File: config.mk
export PLATFORM = sky130hd
export DESIGN_NAME = mult_div_unit
export DESIGN_NICKNAME = d
export VERILOG_FILES = /design/src/rtl/mult_div_unit.sv
export SDC_FILE = /design/constraint.sdc
export NUM_CORES = 2
export LEC_CHECK = 0
export BUFFER_PORTS_ARGS = -buffer_cell sky130_fd_sc_hd__buf_2
export CORE_ASPECT_RATIO = 1.5
export CORE_MARGIN = 4
export CORE_UTILIZATION = 65
export CTS_CLUSTER_DIAMETER = 150
export DETAILED_ROUTE_END_ITERATION = 8
export PLACE_DENSITY = 0.85
export SETUP_SLACK_MARGIN = 0.4
export SYNTH_ARGS = -nofsm -noshare
export SYNTH_HDL_FRONTEND = slang
export SYNTH_SLANG_ARGS = --single-unit
File: constraint.sdc
create_clock -name clk_i -period 8.65 [get_ports clk_i]
set_clock_uncertainty 0.1 [all_clocks]
set_input_delay 1.2975 -clock clk_i [delete_from_list [all_inputs] [get_ports clk_i]]
set_output_delay 1.2975 -clock clk_i [all_outputs]
set_load 0.02 [all_outputs]
File: src/rtl/mult_div_unit.sv
// Execute-stage HI/LO unit: multi-cycle MULT/MULTU, 32-step restoring DIV/DIVU,
// single-cycle MTHI/MTLO, and ownership of the architectural HI/LO registers.
module mult_div_unit #(
  parameter int unsigned MUL_LATENCY = 3
) (
  input  logic        clk_i,
  input  logic        rst_i,
  input  logic        start_i,
  input  logic [2:0]  op_i,
  input  logic [31:0] src_a_i,
  input  logic [31:0] src_b_i,
  input  logic        flush_i,
  output logic        busy_o,
  output logic        done_o,
  output logic [31:0] hi_o,
  output logic [31:0] lo_o
);

  localparam int unsigned XLEN  = 32;
  localparam int unsigned CNT_W = 4;
  localparam int unsigned ITR_W = 5;

  localparam logic [2:0] OP_MULT  = 3'b000;
  localparam logic [2:0] OP_MULTU = 3'b001;
  localparam logic [2:0] OP_DIV   = 3'b010;
  localparam logic [2:0] OP_DIVU  = 3'b011;
  localparam logic [2:0] OP_MTHI  = 3'b100;
  localparam logic [2:0] OP_MTLO  = 3'b101;

  typedef enum logic [1:0] {IDLE, MUL, DIV, FIX} state_t;

  state_t             state, state_d;
  logic               accept;
  logic [CNT_W-1:0]   cnt;
  logic [ITR_W-1:0]   iter;
  logic [2*XLEN-1:0]  prod;
  logic [XLEN-1:0]    dq;        // dividend shifting out, quotient shifting in
  logic [XLEN-1:0]    rem;
  logic [XLEN-1:0]    divisor;
  logic               q_neg, r_neg, div_zero;

  logic               op_signed;
  logic [2*XLEN-1:0]  mul_a, mul_b, product;
  logic [XLEN-1:0]    a_abs, b_abs;
  logic [XLEN:0]      rem_sh, rem_diff;
  logic [XLEN-1:0]    q_fix, r_fix;

  // Operand conditioning shared by multiply and divide accept
  always_comb begin
    op_signed = ~op_i[0];
    mul_a     = {{XLEN{op_signed & src_a_i[XLEN-1]}}, src_a_i};
    mul_b     = {{XLEN{op_signed & src_b_i[XLEN-1]}}, src_b_i};
    product   = mul_a * mul_b;
    a_abs     = (op_signed && src_a_i[XLEN-1]) ? -src_a_i : src_a_i;
    b_abs     = (op_signed && src_b_i[XLEN-1]) ? -src_b_i : src_b_i;
  end

  // One restoring step on the 33-bit partial remainder, plus final sign fix-up
  always_comb begin
    rem_sh   = {rem, dq[XLEN-1]};
    rem_diff = rem_sh - {1'b0, divisor};
    q_fix    = div_zero ? '1 : (q_neg ? -dq : dq);
    r_fix    = r_neg ? -rem : rem;
  end

  always_comb begin
    state_d = state;
    accept  = 1'b0;
    case (state)
      IDLE: begin
        if (start_i && !flush_i) begin
          accept = 1'b1;
          case (op_i)
            OP_MULT, OP_MULTU: state_d = MUL;
            OP_DIV,  OP_DIVU:  state_d = DIV;
            default:           state_d = IDLE;
          endcase
        end
      end
      MUL:     if (flush_i || cnt == '0) state_d = IDLE;
      DIV:     if (flush_i) state_d = IDLE;
               else if (iter == ITR_W'(XLEN - 1)) state_d = FIX;
      FIX:     state_d = IDLE;
      default: state_d = IDLE;
    endcase
  end

  always_ff @(posedge clk_i or posedge rst_i) begin
    if (rst_i) state <= IDLE;
    else       state <= state_d;
  end

  // Datapath: HI/LO only move on MT* accept or an unflushed completion edge
  always_ff @(posedge clk_i or posedge rst_i) begin
    if (rst_i) begin
      done_o   <= 1'b0;
      hi_o     <= '0;
      lo_o     <= '0;
      cnt      <= '0;
      iter     <= '0;
      prod     <= '0;
      dq       <= '0;
      rem      <= '0;
      divisor  <= '0;
      q_neg    <= 1'b0;
      r_neg    <= 1'b0;
      div_zero <= 1'b0;
    end else begin
      done_o <= 1'b0;
      case (state)
        IDLE: begin
          if (accept) begin
            case (op_i)
              OP_MULT, OP_MULTU: begin
                prod <= product;
                cnt  <= CNT_W'(MUL_LATENCY - 1);
              end
              OP_DIV, OP_DIVU: begin
                dq       <= a_abs;
                divisor  <= b_abs;
                rem      <= '0;
                iter     <= '0;
                q_neg    <= op_signed & (src_a_i[XLEN-1] ^ src_b_i[XLEN-1]);
                r_neg    <= op_signed & src_a_i[XLEN-1];
                div_zero <= (src_b_i == '0);
              end
              OP_MTHI: hi_o <= src_a_i;
              OP_MTLO: lo_o <= src_a_i;
              default: ;
            endcase
          end
        end
        MUL: begin
          if (!flush_i) begin
            if (cnt == '0) begin
              {hi_o, lo_o} <= prod;
              done_o       <= 1'b1;
            end else begin
              cnt <= cnt - CNT_W'(1);
            end
          end
        end
        DIV: begin
          if (!flush_i) begin
            if (!rem_diff[XLEN]) begin
              rem <= rem_diff[XLEN-1:0];
              dq  <= {dq[XLEN-2:0], 1'b1};
            end else begin
              rem <= rem_sh[XLEN-1:0];
              dq  <= {dq[XLEN-2:0], 1'b0};
            end
            iter <= iter + ITR_W'(1);
          end
        end
        FIX: begin
          if (!flush_i) begin
            lo_o   <= q_fix;
            hi_o   <= r_fix;
            done_o <= 1'b1;
          end
        end
        default: ;
      endcase
    end
  end

  assign busy_o = (state != IDLE);

endmodule

==> results.ini <==
[final_layout]
fin_util=0.732
drive_gt1_frac=0.127
nets=7654
multi_input_area_um2=41200
regArea_um2=5980
fillers=5287
stdcell_area_um2=58500
syn2layout_area_growth_pct=11.6

[timing]
worst_slew_pin_slew_ps=1250
period_minus_slack_ps=8240
rsz0062_at_grt=yes
slew_headroom=0.168
worst_hold_slack_ps=375
min_period_over_period=0.952
setup_violations=0
setup_tns_ps=0
hold_violations=0
fmax_ghz=0.121
drv_slew=0

[setup_path]
crit_path_max_fanout=6
critical_path_class=input port to register
critPathMostFrequentCell=fa_1
crit_family=adder cells
start_kind=input port
critPathCaptureType=register
required_ps=9010
critPathArrivalTime_ps=8590
cp_slowest_cell=fa_2
cpPeakStageDelay_ps=640
critPathBufInv=7

[synthesis]
synth_compound_area_frac=0.0856
syn_area_um2=52500
ys_top_cells_by_area=fa_1 (43%), dfrtp_1 (11%), inv_1 (8.4%)
synth_xor_area_frac=0.0372
avgSynthCellArea_um2=8.82
synth-edff-count=0
synth_top_area_share=0.430
synth_nets=7395
ys.flop_type=dfrtp_1
synthArstFlopShare=1.00
syn_inst=5945
ys_seq_area_frac=0.114
synthAdderAreaFrac=0.490
synth_top_family_by_area=adder cells
muxShareOfSynthArea=0.00692
yosysWarnings=0
ys_ff_latch=239
yosysTopAreaCell=fa_1
synthSimpleGateAreaFrac=0.155
ys_types=80

[cts]
cts.sinks=239
cts_max_level=1
clkTransAtPathRegs_ps=70
root_buffer=clkbuf_16
clock_latency_ps=540
cts.path.max_buffers=3
tritoncts.num_buffers=22
cts_tree=done
cts_hold_buf=0

[die]
die_height_um=356
die_area_um2=85400
rows=127
die_w_um=240
io_pins=137
start_util=0.656
fp.coreArea_um2=79900

[global_routing]
grt_max_degree=116
track_usage=0.396
overflow=0
antenna_found_initial=17
grt_pass1_wl_um=258000
first_global_vias=48100

[worst_hold_path]
hold_path.class=register to register

[drt]
vias=44100
drt_wl_total_um=168000
drt_iter0_drc=4029
antenna_left=0
wl_per_cell_um=23.1
drcViolationCount=1
routed_via_density=6.07
first_pass_iters=9

[status]
outcome=finished, violations left
violations=DRC

[place]
port_buffers=136
dp_hpwl_um=137000
dpl_cell_area_um2=57100
gp_congestion=1.03

[run]
cap_violations=0

-- per-stage QoR --
stage	std cells	setup WS [ps]
after floorplan	5945	-110
after global placement	7193	-151
after detailed placement	7193	-274
after CTS	7237	400
after global routing	7256	226
final	7268	412
-- path summary, 6_finish.rpt --
kind	from	end	slack [ps]	depth (start not counted)
setup / recovery	src_a_i[31]	prod[61]	410	28
hold / removal	prod[8]	prod[8]	380	2
setup reg to reg	dq[31]	rem[1]	3940	15
min in group asynchronous	rst_i	iter[0]	750	2
hold reg to reg	prod[8]	prod[8]	380	2
max in group asynchronous	rst_i	prod[20]	6250	3
-- layout by cell type (no fill, tap or decap), types with 224 or more instances in the layout --
| cell type | Yosys | layout |
|---|---|---|
| inv_1 | 1177 | 1159 |
| fa_1 | 1126 | 1103 |
| nand2_1 | 931 | 927 |
| buf_4 | 1 | 439 |
| and2_1 | 373 | 367 |
| nor2_1 | 247 | 244 |
| ha_1 | 253 | 240 |
| a21oi_1 | 255 | 238 |
| dfrtp_1 | 239 | 237 |
| o21ai_0 | 243 | 224 |
-- logic make-up after synthesis --
logic type / after synthesis
xor+xnor: 223
compound gates: 752
buf+inv: 1548
fa+ha+maj: 1379
mux: 36
flops: 239
simple gates: 1768
-- repair_timing --
action	in CTS	in global routing
endpoints found under the setup margin	16	30
resized for setup	48	104
pin swaps	20	78
gates cloned	0	1
buffers inserted	4	14
hold endpoints to repair	0	0
-- tightest hold or removal path, stage by stage (launching register included) --
cell     delay, ps
dfrtp_1        350
nand2_1         50
nand2_1         50
-- cell usage after synthesis, types with 3 or more instances --
| cell type | n |
|---|---|
| o31a_1 | 4 |
| o21ai_0 | 243 |
| mux2i_1 | 34 |
| nand2_1 | 931 |
| nand4_1 | 14 |
| or3_1 | 14 |
| nor2b_1 | 47 |
| and4_1 | 3 |
| or4_1 | 9 |
| inv_1 | 1177 |
| ha_1 | 253 |
| a221oi_1 | 16 |
| a21boi_0 | 4 |
| nand2b_1 | 22 |
| nor3_1 | 28 |
| o22ai_1 | 7 |
| fa_1 | 1126 |
| nor4_1 | 19 |
| a31oi_1 | 30 |
| nand3_1 | 24 |
| xnor2_1 | 140 |
| or2_2 | 8 |
| o21bai_1 | 19 |
| dfrtp_1 | 239 |
| buf_1 | 51 |
| a211oi_1 | 18 |
| a22o_1 | 4 |
| and3_1 | 11 |
| a21o_1 | 56 |
| o21a_1 | 14 |
| and2_1 | 373 |
| o41ai_1 | 14 |
| o311ai_0 | 3 |
| clkbuf_1 | 312 |
| buf_2 | 5 |
| xor2_1 | 83 |
| o31ai_1 | 26 |
| nor2_1 | 247 |
| o211ai_1 | 10 |
| a21oi_1 | 255 |
-- registers in the layout, summed over array words and instances, names as in the netlist --
| signal | cells |
|---|---|
| prod | 64 |
| q_neg | 1 |
| dq | 32 |
| lo_o | 32 |
| r_neg | 1 |
| divisor | 32 |
| state | 2 |
| hi_o | 32 |
| iter | 5 |
| div_zero | 1 |
| done_o | 1 |
| cnt | 4 |
| rem | 32 |
-- final cells by class --
cell class / instances / area share
clock buffers: 31 / 0.0110
well taps: 1032 / 0.0221
inverters: 1177 / 0.0758
clock inverters: 9 / 0.00214
diodes: 16 / 0.000684
flip-flops and latches: 239 / 0.102
repair buffers: 606 / 0.0828
multi-input cells: 4158 / 0.703
-- routing by layer --
| metal | vias to the layer above | part of all wire | wire length [um] | global-route usage |
|---|---|---|---|---|
| li1 | 18400 | - | - | - |
| met4 | 4 | 0.12 | 19500 | 0.334 |
| met2 | 2876 | 0.47 | 78400 | 0.646 |
| met1 | 21700 | 0.30 | 50700 | 0.419 |
| met5 | - | 0.00014 | 24 | 0 |
| met3 | 1186 | 0.11 | 19000 | 0.117 |
Power is not shown: default switching activity piles up to over one toggle a cycle in this logic, so the estimate is an artifact.
